===== src/rtl/trace_ctrl.sv =====
// trace_ctrl: MMIO-programmed sequencer for the tile memory-transaction tracer.
// Snoops the CPU data bus for an address trigger, counts traced transactions,
// drives the tracer EN/FLUSH controls and raises a completion interrupt.
module trace_ctrl #(
  parameter int unsigned CNT_WIDTH = 16
) (
  input  logic        clk,
  input  logic        rst,
  input  logic        host_req,
  input  logic        host_we,
  input  logic [4:0]  host_addr,
  input  logic [31:0] host_wdata,
  output logic        host_ack,
  output logic        host_resp,
  output logic [31:0] host_rdata,
  input  logic        cpu_req,
  input  logic        cpu_ack,
  input  logic        cpu_we,
  input  logic [31:0] cpu_addr,
  output logic [3:0]  trace_ctrl_o,
  input  logic        trace_flush_end_i,
  output logic        irq_o
);

  localparam int unsigned TRACE_EN_BIT    = 0;
  localparam int unsigned TRACE_FLUSH_BIT = 1;

  localparam logic [2:0] REG_CTRL   = 3'd0;
  localparam logic [2:0] REG_STATUS = 3'd1;
  localparam logic [2:0] REG_TADDR  = 3'd2;
  localparam logic [2:0] REG_TMASK  = 3'd3;
  localparam logic [2:0] REG_LIMIT  = 3'd4;
  localparam logic [2:0] REG_COUNT  = 3'd5;

  typedef enum logic [2:0] {
    S_IDLE  = 3'd0,
    S_ARMED = 3'd1,
    S_TRACE = 3'd2,
    S_TAIL  = 3'd3,
    S_DONE  = 3'd4,
    S_FLUSH = 3'd5
  } state_t;

  state_t               state, state_n;
  logic [CNT_WIDTH-1:0] count, count_n, count_sat, limit;
  logic [CNT_WIDTH:0]   count_inc;
  logic                 done, done_n;
  logic                 trig_en, irq_en, trig_en_eff, irq_en_eff;
  logic [31:0]          trig_addr, trig_mask;
  logic [2:0]           sel;
  logic                 wr, rd, ctrl_wr, start_p, stop_p, flush_p, w1c_done;
  logic                 acc, trig_hit, limit_hit, busy;
  logic [3:0]           trace_ctrl_n;
  logic                 irq_n;
  logic [31:0]          rdata_c;
  logic                 unused_bits;

  assign host_ack    = 1'b1;
  assign unused_bits = ^{cpu_we, host_addr[1:0]};

  // Host request decode; START/STOP/FLUSH are single-cycle pulses
  assign sel         = host_addr[4:2];
  assign wr          = host_req & host_we;
  assign rd          = host_req & ~host_we;
  assign ctrl_wr     = wr && (sel == REG_CTRL);
  assign start_p     = ctrl_wr & host_wdata[0];
  assign stop_p      = ctrl_wr & host_wdata[1];
  assign flush_p     = ctrl_wr & host_wdata[2];
  assign w1c_done    = wr && (sel == REG_STATUS) && host_wdata[3];
  assign trig_en_eff = ctrl_wr ? host_wdata[3] : trig_en;
  assign irq_en_eff  = ctrl_wr ? host_wdata[4] : irq_en;

  // CPU snoop, trigger compare and saturating count arithmetic
  assign acc       = cpu_req & cpu_ack;
  assign trig_hit  = ((cpu_addr ^ trig_addr) & trig_mask) == 32'd0;
  assign count_inc = {1'b0, count} + (CNT_WIDTH+1)'(1);
  assign count_sat = (&count) ? count : count_inc[CNT_WIDTH-1:0];
  assign limit_hit = (limit != '0) && (count_inc == {1'b0, limit});
  assign busy      = (state != S_IDLE) && (state != S_DONE);

  // Next-state, count, DONE flag and registered-output values
  always_comb begin
    state_n      = state;
    count_n      = count;
    done_n       = done;
    trace_ctrl_n = 4'd0;
    irq_n        = 1'b0;
    if (w1c_done) done_n = 1'b0;
    if (flush_p && (state != S_FLUSH)) begin
      state_n = S_FLUSH;
    end else begin
      case (state)
        S_IDLE, S_DONE: begin
          if (start_p) begin
            state_n = trig_en_eff ? S_ARMED : S_TRACE;
            count_n = '0;
            done_n  = 1'b0;
          end
        end
        S_ARMED: begin
          if (stop_p)                state_n = S_IDLE;
          else if (acc && trig_hit)  state_n = S_TRACE;
        end
        S_TRACE: begin
          if (acc) count_n = count_sat;
          if (stop_p || (acc && limit_hit)) state_n = S_TAIL;
        end
        S_TAIL: begin
          state_n = S_DONE;
          done_n  = 1'b1;
        end
        S_FLUSH: begin
          if (trace_flush_end_i) begin
            state_n = S_IDLE;
            count_n = '0;
          end
        end
        default: state_n = S_IDLE;
      endcase
    end
    trace_ctrl_n[TRACE_EN_BIT]    = (state_n == S_TRACE) || (state_n == S_TAIL);
    trace_ctrl_n[TRACE_FLUSH_BIT] = (state_n == S_FLUSH);
    irq_n = done_n & irq_en_eff;
  end

  // Register read mux; unmapped offsets read zero
  always_comb begin
    rdata_c = 32'd0;
    case (sel)
      REG_CTRL:   rdata_c = {27'd0, irq_en, trig_en, 3'd0};
      REG_STATUS: rdata_c = 32'({busy, done, state});
      REG_TADDR:  rdata_c = trig_addr;
      REG_TMASK:  rdata_c = trig_mask;
      REG_LIMIT:  rdata_c = 32'(limit);
      REG_COUNT:  rdata_c = 32'(count);
      default:    rdata_c = 32'd0;
    endcase
  end

  // State, configuration registers and registered outputs
  always_ff @(posedge clk) begin
    if (!rst) begin
      state        <= S_IDLE;
      count        <= '0;
      done         <= 1'b0;
      limit        <= '0;
      trig_en      <= 1'b0;
      irq_en       <= 1'b0;
      trig_addr    <= 32'd0;
      trig_mask    <= 32'd0;
      trace_ctrl_o <= 4'd0;
      irq_o        <= 1'b0;
      host_resp    <= 1'b0;
      host_rdata   <= 32'd0;
    end else begin
      state        <= state_n;
      count        <= count_n;
      done         <= done_n;
      trace_ctrl_o <= trace_ctrl_n;
      irq_o        <= irq_n;
      host_resp    <= rd;
      host_rdata   <= rd ? rdata_c : 32'd0;
      if (ctrl_wr) begin
        trig_en <= host_wdata[3];
        irq_en  <= host_wdata[4];
      end
      if (wr && (sel == REG_TADDR)) trig_addr <= host_wdata;
      if (wr && (sel == REG_TMASK)) trig_mask <= host_wdata;
      if (wr && (sel == REG_LIMIT)) limit     <= host_wdata[CNT_WIDTH-1:0];
    end
  end

endmodule


===== config.mk =====
export PLATFORM = sky130hd
export DESIGN_NAME = trace_ctrl
export DESIGN_NICKNAME = d
export VERILOG_FILES = /design/src/rtl/trace_ctrl.sv
export SDC_FILE = /design/constraint.sdc
export NUM_CORES = 1
export LEC_CHECK = 0
export CORE_ASPECT_RATIO = 2
export CORE_MARGIN = 5
export CORE_UTILIZATION = 45
export CTS_BUF_LIST = sky130_fd_sc_hd__clkbuf_8 sky130_fd_sc_hd__clkbuf_16
export CTS_CLUSTER_SIZE = 14
export DETAILED_ROUTE_END_ITERATION = 10
export PLACE_DENSITY = 0.68
export SLEW_MARGIN = 25
export SYNTH_ARGS = -nofsm -noshare
export SYNTH_HDL_FRONTEND = slang
export SYNTH_SLANG_ARGS = --single-unit

===== constraint.sdc =====
create_clock -name clk -period 2.7 [get_ports clk]
set_input_delay 0.54 -clock clk [delete_from_list [all_inputs] [get_ports clk]]
set_output_delay 0.54 -clock clk [all_outputs]
set_load 0.03 [all_outputs]

======== After elaboration in Yosys (flattened, before gate mapping) ========
Index checks and enable logic that the tools add are counted.
W data, S select, Z words.
cells by class
  bitwise operators ....................... 11
  order comparisons ....................... 0
  eq/ne operators ......................... 20
  shifts and indexed selects .............. 0
  reduce and logical (&&, ||, !) cells .... 23
  multipliers ............................. 0
  add/subtract/negate cells ............... 1
  div/mod/pow operators ................... 0
  multiplexer cells ....................... 20
operators with widths
  operator                 count
  $pmux W32 S6             1
  $mux W16                 4
  $pmux W16 S3             1
  $and A32 B32 Y32         1
  $logic_not A32 Y1        1
  $xor A32 B32 Y32         1
  $eq A3 B2 Y1 const B     6
  $mux W3                  6
  $add A16 B1 Y17 const B  1
  $eq A17 B16 Y1           1
  $reduce_and A16 Y1       1
  $reduce_bool A16 Y1      1
  $eq A3 B3 Y1 const B     5
  $pmux W3 S5              1
  $logic_and A1 B1 Y1      11
  $ne A2 B2 Y1 const B     4
  $and A1 B1 Y1            7
  $eq A3 B1 Y1 const B     2
  $logic_not A3 Y1         2
  $ne A3 B3 Y1 const B     2
  $reduce_and A6 Y1        1
  $reduce_bool A3 Y1       2
  $mux W1                  5
  $logic_or A1 B1 Y1       2
  other kinds (5)          6
storage, ports and cells
  bits of input ports ..................... 77
  RAM bits ................................ 0
  latch bits .............................. 0
  memory bits (read-only) ................. 0
  memories ................................ 0
  register bits after elaboration ......... 140

======== Depth between registers and ports, before layout ========
  word-level depth ........................ 10
  gate-level depth with buffers ........... 9

======== Worst setup path after synthesis ========
OpenSTA, ideal clock, no wires.
  kind .................................... input to register
  start point ............................. in host_addr[4]
  end point ............................... reg count[4]
  stages on the path ...................... 6
  library setup time ...................... 0.136 ns
  required time ........................... 2.564 ns
  setup slack ............................. 0.610 ns
  arrival time ............................ 1.954 ns
  path through ............................ nor4_2 -> nand3b_1 -> a211oi_1 -> nand2b_1 -> buf_2 -> a31oi_1
between the ends
  cells in the longest elaborated chain, start to end .. 6
  elaborated cells between the ends (all ways) .. 8
RTL lines
  element                                                               line  source
  from (decl)                                                           11    input logic [4:0] host_addr,
  $logic_not A3 Y1 *                                                    65    assign ctrl_wr = wr && (sel == REG_CTRL);
  $logic_and A1 B1 Y1 *                                                 65
  parallel branches: the longest is 3 deep, another holds $ne A2 B2 Y1  n/a
  $reduce_and A6 Y1 (no source line) *                                  n/a
  to (signal assigned)                                                  157   count <= count_n;
  to (decl)                                                             45    logic [CNT_WIDTH-1:0] count, count_n, count_sat, limit;
Every way passes the cells marked *.
A chain may end at the register's enable or synchronous reset.

======== Final worst setup path ========
  start point ............................. in cpu_addr[3]
  end point ............................... reg state[0]
between the ends
  cells in the longest elaborated chain, start to end .. 8
RTL lines
  element               line  source
  from (decl)           19    input logic [31:0] cpu_addr,
  $xor A32 B32 Y32      75    assign trig_hit = ((cpu_addr ^ trig_addr) & trig_mask) == 32'd0;
  $and A32 B32 Y32      75
  $logic_not A32 Y1     75
  $logic_and A1 B1 Y1   102   else if (acc && trig_hit) state_n = S_TRACE;
  $mux W3               102
  $mux W3               101   if (stop_p) state_n = S_IDLE;
  $pmux W3 S5           92    case (state)
  $mux W3               89    if (flush_p && (state != S_FLUSH)) begin
  to (signal assigned)  156   state <= state_n;
  to (decl)             44    state_t state, state_n;
Every way passes these cells.

==> impl_metrics.sql <==
INSERT INTO impl_metrics (metric_group, metric, value, unit) VALUES
('clocking', 'numClockSinks', '138', ''),
('sta', 'final.min_clock_period', '2.40', 'ns'),
('sta', 'layout_worst_path_cycle_share', '88.8', '%'),
('outcome', 'outcome', 'finished, final reports clean', ''),
('global_route', 'grt_use_met1', '25.9', '%'),
('worst_setup_path', 'required', '2.99', 'ns'),
('sta', 'timing.slew.headroom', '55.0', '%'),
('worst_setup_path', 'worst-endpoint-arrival', '2.68', 'ns'),
('job', 'maxCapViolations', '0', ''),
('clocking', 'max_clock_buf_depth', '2', ''),
('global_route', 'first_global_vias', '6245', ''),
('worst_setup_path', 'critical-path-max-stage-delay', '0.58', 'ns'),
('clocking', 'cts.hold.buffers_added', '0', ''),
('clocking', 'clk_root_buffer_cell', 'clkbuf_16', ''),
('layout', 'diodes', '0', ''),
('floorplan', 'floorplan.die.width', '96.1', 'um'),
('power_and_ir_drop', 'powerDensity', '540', 'mW/mm^2'),
('layout', 'post_layout_nonfiller_instances', '1141', ''),
('global_route', 'grtUsageTotal', '24.5', '%'),
('synth', 'synthArstFlopShare', '0', '%'),
('worst_setup_path', 'crit_path_frequent_cell', 'a21oi_1', ''),
('worst_setup_path', 'path_cells', 'clkdlybuf4s50_1, xor2_1, a22o_1, a221oi_1, nand4_1, or4_1, a21oi_1, a21oi_1', ''),
('sta', 'rsz0062_at_grt', 'no', ''),
('clocking', 'tritoncts.num_buffers', '17', ''),
('floorplan', 'die_y', '182', 'um'),
('layout', 'final_nets', '1011', ''),
('layout', 'final_area', '0.00871', 'mm^2'),
('detailed_routing', 'vias_per_cell', '5.53', ''),
('floorplan', 'floorplan.die_area', '0.0175', 'mm^2'),
('worst_setup_path', 'path_max_fanout', '2', ''),
('detailed_routing', 'drc_errors', '0', ''),
('sta', 'timing_max_transition_violations_final', '0', ''),
('clocking', 'insertion_delay', '0.43', 'ns'),
('power_and_ir_drop', 'report.power.total', '4.70', 'mW'),
('synth', 'synth.cell_area', '0.00667', 'mm^2'),
('global_route', 'grt_start_max_net_pins', '58', ''),
('placed_design', 'gp_routability_congestion', '0.937', ''),
('sta', 'setup-violations-final', '0', ''),
('detailed_routing', 'routed_wl', '21.0', 'mm'),
('detailed_routing', 'wl_per_cell', '18.4', 'um'),
('min_path', 'hp-class', 'reg2reg', ''),
('layout', 'finalCoreUtilization', '59.1', '%'),
('synth', 'synthDominantCellAreaShare', '41.4', '%'),
('synth', 'top_cells_by_area_synth', 'dfxtp_1 (41%), mux2i_1 (9.6%), nand2_1 (9.2%)', ''),
('global_route', 'grt.met3_usage', '4.46', '%'),
('clocking', 'cts_setup_buffers', '0', ''),
('power_and_ir_drop', 'leakagePower', '3.12', 'nW'),
('synth', 'ys_seq_elements', '138', ''),
('power_and_ir_drop', 'worst_ir_drop_vdd', '419', 'uV'),
('clocking', 'clk_pin_slew', '0.06', 'ns'),
('global_route', 'antenna_violations_before_repair', '0', ''),
('worst_setup_path', 'timing.critical_path.from_type', 'primary input', ''),
('detailed_routing', 'drt_iter0_drc', '359', ''),
('global_route', 'globalRoute.busiestLayer', 'met2', ''),
('floorplan', 'core.rowCount', '63', ''),
('worst_setup_path', 'timing.critical_path.slowest_stage_cell', 'or4_1', ''),
('placed_design', 'buffer_ports.inserted', '109', ''),
('synth', 'synth_top_area_cell', 'dfxtp_1', ''),
('floorplan', 'core_region_area', '0.0147', 'mm^2'),
('synth', 'avgSynthCellArea', '8.12', 'um^2'),
('detailed_routing', 'via_count', '6314', ''),
('clocking', 'cts_resized', '0', ''),
('detailed_routing', 'drt-pass1-iter-count', '5', ''),
('synth', 'ys.flop_type', 'dfxtp_1', ''),
('synth', 'ys.warnings.count', '0', ''),
('layout', 'final_common_cell', 'nand2_1', ''),
('layout', 'most_used_cells_in_the_layout_excluding_fill_and_tap_cells', 'nand2_1 (164), dfxtp_1 (138), clkdlybuf4s50_1 (108), a21oi_1 (85), nor2_1 (78)', ''),
('layout', 'areaGrowthSynthToFinish', '30.4', '%'),
('worst_setup_path', 'timing.critical_path.to_type', 'flip-flop', ''),
('synth', 'ys_seq_area_share', '41.4', '%'),
('placed_design', 'post-place-cells', '1109', '');
-- logic make-up (layout without fill, tap and decap cells) --
logic type,count (synthesis),after routing,share of synthesized area [%]
flip-flops,138,138,41.4
adder cells (fa/ha/maj),1,1,0.187
AND/OR/NAND/NOR,326,326,22.2
XOR/XNOR,47,47,6.17
other,2,3,0.113
AO/OA/AOI/OAI,174,174,15.9
buffers and inverters,70,193,4.46
multiplexers,64,64,9.60
-- synthesized netlist by cell type, types with 3 or more instances --
cell and number:
nand2_1 164, dfxtp_1 138, a21oi_1 85, nor2_1 79, mux2i_1 64, clkbuf_1 41, xor2_1 36, o21ai_0 23
a22oi_1 15, a31oi_1 15, nand3_1 14, nor4_1 11, o22a_1 11, xnor2_1 11, buf_2 9, inv_1 8
nand4_1 8, nor3_1 8, and3_1 5, buf_1 5, a211oi_1 4, buf_4 4, nand2b_1 4, nand3b_1 4
nor2b_1 4, and2_1 3, nor3b_1 3, nor4_2 3
-- state kept, by name, indices dropped and copies added, names as in the netlist --
signal	cells
host_resp	1
irq_en	1
trig_mask	32
limit	16
trig_addr	32
irq_o	1
trig_en	1
state	3
done	1
count	16
trace_ctrl_o	2
host_rdata	32
-- worst paths after layout --
path | startpoint | end | slack [ns] | cells after the start
worst max-delay path | cpu_addr[3] | state[0] | 0.30 | 8
worst min-delay path | trig_mask[25] | trig_mask[25] | 0.48 | 2
worst max register to register | count[5] | state[0] | 0.33 | 7
worst min register to register | trig_mask[25] | trig_mask[25] | 0.48 | 2
-- final cells by class --
class | instances | area [um^2]
Sequential cell | 138 | 2760
Clock inverter | 14 | 130
Fill cell | 1352 | 6030
Tap cell | 195 | 244
Multi-Input combinational cell | 615 | 3620
Inverter | 9 | 33.8
Timing Repair Buffer | 152 | 1470
Clock buffer | 18 | 439
-- worst register-to-register path: stages, from the launching register on --
cell and delay, ns:
dfxtp_1 0.55, nand3_2 0.25, nor4_2 0.42, xnor2_1 0.16, nor4b_1 0.29, nor4b_1 0.25
nand4b_1 0.20, a21oi_1 0.18
-- where the power goes --
group / switching, mW / total [mW] / leakage, nW / internal, mW
registers: 0.0171 / 2.07 / 1.11 / 2.05
clock network: 1.02 / 2.26 / 0.276 / 1.24
logic: 0.193 / 0.375 / 1.73 / 0.182
total: 1.23 / 4.70 / 3.12 / 3.47
-- metal layers --
layer  part of all wire (%)  wire [um]
met1                     36       7470
met2                     53      11100
met3                    4.3        893
met4                    7.3       1530
met5                      0          0
Power figures use the tool's default switching activity.
==> patch 1: new RTL, same settings <==
Reset style: asynchronous (`rst`), changed in one clocked block.
--- a/src/rtl/trace_ctrl.sv
+++ b/src/rtl/trace_ctrl.sv
@@ -139,5 +139,5 @@
 
   // State, configuration registers and registered outputs
-  always_ff @(posedge clk) begin
+  always_ff @(posedge clk or negedge rst) begin
     if (!rst) begin
       state        <= S_IDLE;
Behaviour: differs if rst is asserted again (counterexample within 4 cycles, from zero or initial values and one cycle with rst low); with rst held inactive, the same outputs for 4 cycles.
==> patch 1 against the original RTL <==
  * Setup slack worse by 71 ps
  * Design area is 4.1% higher
  * Synthesized area is 5.4% higher
  * Sequential cell count stayed put
  * Wire length is 6.1% lower
  * Critical path depth is 2 lower
  * Maximum frequency is 2.9% lower
  * Critical endpoint is now count[3]
Power is not compared: it rests on default switching activity, and its combinational part moved more than twofold at a synthesized area within 25%.
==> patch 1: results (changes against the original RTL) <==
r2r_setup_slack_ps: 230  # was 330 ps
netlist.area_leader.share_pct: 49.1  # was 41.4%
worstMarginPinSlew_ps: 741  # was 675 ps
status: "finished, final reports clean"  # unchanged
min_period_over_period_pct: 91.4  # was 88.8%
dp_hpwl_um: 14400  # was 15500 um
rr_worst_depth: 6  # was 7
critPathKind: "reg2reg"  # was in2reg
vias: 5535  # was 6314
slowest_stage: "dfrtp_1"  # was or4_1
dp.cells: 923  # was 1109
final_nets: 822  # was 1011
nMultiInputCombCells: 436  # was 615
grt_usage_pct: 21.7  # was 24.5%
ys_seq_area_share_pct: 49.1  # was 41.4%
syn_area_per_cell_um2: 11.1  # was 8.12 um^2
cp-endpoint: "count[3]"  # was state[0]
r2r-start: "count[4]"  # was count[5]
skew_ps: 7.55  # was 12.2 ps
crit_path_max_fanout: 16  # was 2
grt_max_degree: 63  # was 58
grt_use_met2_pct: 40.3  # was 42.2%
gr-usage-met1_pct: 22.7  # was 25.9%
synthArstFlopShare_pct: 100  # was 0%
synth_xor_area_share_pct: 6.60  # was 6.17%
timing.rr.end: "count[3]"  # was state[0]
first_iter_violations: 273  # was 359
synth_mux_area_share_pct: 15.9  # was 9.60%
fillers: 1326  # was 1352
cpPeakStageDelay_ps: 640  # was 580 ps
yosys-top-cells-count: "dfrtp_1, mux2_2, nor2_1"  # was nand2_1, dfxtp_1, a21oi_1
seq_area_um2: 3450  # was 2760 um^2
synth_compound_area_share_pct: 13.0  # was 15.9%
holdWs_ps: 95.3  # was 476 ps
place_ws_ps: -142  # was -129 ps
grt_pass1_vias: 5896  # was 6245
## patch 1: cell types whose count changed after synthesis, sizes merged, moves of 8 or more
cell / unedited run / this run
nand2: 164 / 22
dfrtp: 0 / 138
dfxtp: 138 / 0
mux2: 0 / 84
a21oi: 85 / 17
mux2i: 64 / 17
a22oi: 15 / 36
clkbuf: 42 / 22
nor2: 79 / 63
a221oi: 1 / 13
a31oi: 15 / 6
buf: 19 / 28
o22a: 11 / 3
## patch 1: metrics by stage
stage                     TNS, ps  instance area, um^2
after floorplan                 0                 7040
after detailed placement     -266                 8450
after global routing            0                 9060
after global placement       -221                 8450
final                           0                 9060
after CTS                       0                 9060
## patch 1: worst max-delay path, delay by kind of cell, from the launching register on
| family | cells | cell delay (ps) |
|---|---|---|
| flip-flops | 1 | 640 |
| AO/OA/AOI/OAI | 4 | 1170 |
| AND/OR/NAND/NOR | 2 | 550 |
## patch 1: routing by layer
layer	wire, um	vias to the layer above
met1	6970	2761
met4	985	0
li1	-	2517
met3	846	56
met2	10900	201
met5	0	-
==> patch 2: new RTL, same settings <==
Made on the original files. Change the parameter `CNT_WIDTH` from 16 to 18.
--- a/src/rtl/trace_ctrl.sv
+++ b/src/rtl/trace_ctrl.sv
@@ -3,5 +3,5 @@
 // drives the tracer EN/FLUSH controls and raises a completion interrupt.
 module trace_ctrl #(
-  parameter int unsigned CNT_WIDTH = 16
+  parameter int unsigned CNT_WIDTH = 18
 ) (
   input  logic        clk,
Behaviour: not the same (a bounded check fails within 4 cycles, from zero or initial values and one cycle with rst low).
==> patch 2 against the original RTL <==
  * Largest power group unchanged
  * Total power rose by 11%
  * Setup slack got worse by 75 ps
  * Wire length rose by 3.6%
  * Synthesized cell count rose by 4.5%
  * Design area rose by 3.9%
  * Critical path depth fell by 1
  * Synthesized area rose by 3.3%
  * Sequential cell count rose by 4
==> patch 2: results (changes against the original RTL) <==
ys_seq_area_share_pct: 41.2  # was 41.4%
holdWs_ps: 473  # was 476 ps
grt_pass1_wl_um: 34300  # was 32600 um
pwr-share-clk_pct: 52.0  # was 48.0%
place_congestion: 0.959  # was 0.937
met1_length_um: 7890  # was 7470 um
wl_met2_um: 11700  # was 11100 um
synth_edf_count: 0  # unchanged
dp_hpwl_um: 15800  # was 15500 um
skew_ps: 7.41  # was 12.2 ps
grt_max_degree: 71  # was 58
r2r-start: "count[5]"  # unchanged
use_met3_pct: 4.03  # was 4.46%
gr-usage-met1_pct: 24.8  # was 25.9%
internal-power_mw: 4.05  # was 3.47 mW
wl_um: 21700  # was 21000 um
critPathKind: "reg2reg"  # was in2reg
syn_area_per_cell_um2: 8.03  # was 8.12 um^2
final.min_clock_period_ps: 2470  # was 2400 ps
r2r_setup_slack_ps: 230  # was 330 ps
yosys-top-cells-count: "nand2_1, dfxtp_1, a21oi_1"  # unchanged
synth.area.top_cells: "dfxtp_1, nand2_1, a21oi_1"  # was dfxtp_1, mux2i_1, nand2_1
first_iter_violations: 484  # was 359
hold_path_startpoint: "trig_mask[24]"  # was trig_mask[25]
place_area_um2: 8350  # was 8140 um^2
comb_power_mw: 0.385  # was 0.375 mW
drt-wirelength-per-cell_um: 18.4  # about the same
crit_path_max_fanout: 11  # was 2
ir_drop_mv: 0.506  # was 0.419 mV
drive_gt1_share_pct: 10.1  # was 9.73%
status: "finished, final reports clean"  # unchanged
final_nets: 1050  # was 1011
vias: 6549  # was 6314
power.leakage_nw: 3.31  # was 3.12 nW
min_to: "trig_mask[24]"  # was trig_mask[25]
cp.arrival_ps: 2820  # was 2680 ps
top_layer: "met4"  # unchanged
p_sw_mw: 1.19  # was 1.23 mW
==> patch 2: cell count changes in the layout (fill, tap and decap cells not counted), sizes merged, moves of 7 or more <==
cell / before / now
nor2: 79 / 70
nor4: 14 / 5
nand2: 164 / 200
mux2i: 64 / 43
xor2: 36 / 43
a21oi: 85 / 102
inv: 17 / 7
==> patch 2: worst max-delay path, stage by stage, from the launching register on <==
cell and delay, ps:
dfxtp_1 580, and4_2 370, nand2_1 130, nor3_1 320, xnor2_1 170, nand2_1 70
or4_1 580, a21oi_1 180
==> patch 2: cells by family after synthesis <==
group / synth area share [%]
buffers and inverters: 4.17
AND/OR/NAND/NOR: 22.7
other: 0.109
multiplexers: 6.73
AO/OA/AOI/OAI: 17.3
adder cells (fa/ha/maj): 0.181
flip-flops: 41.2
XOR/XNOR: 7.62
==> patch 2: area by class of cell <==
class                   count  area, um^2
fillers                  1430        6170
multi-input cells         651        3790
flip-flops and latches    142        2840
repair buffers            156        1460
clock buffers              17         425
clock inverters            15         258
well taps                 198         248
inverters                   4        15.0
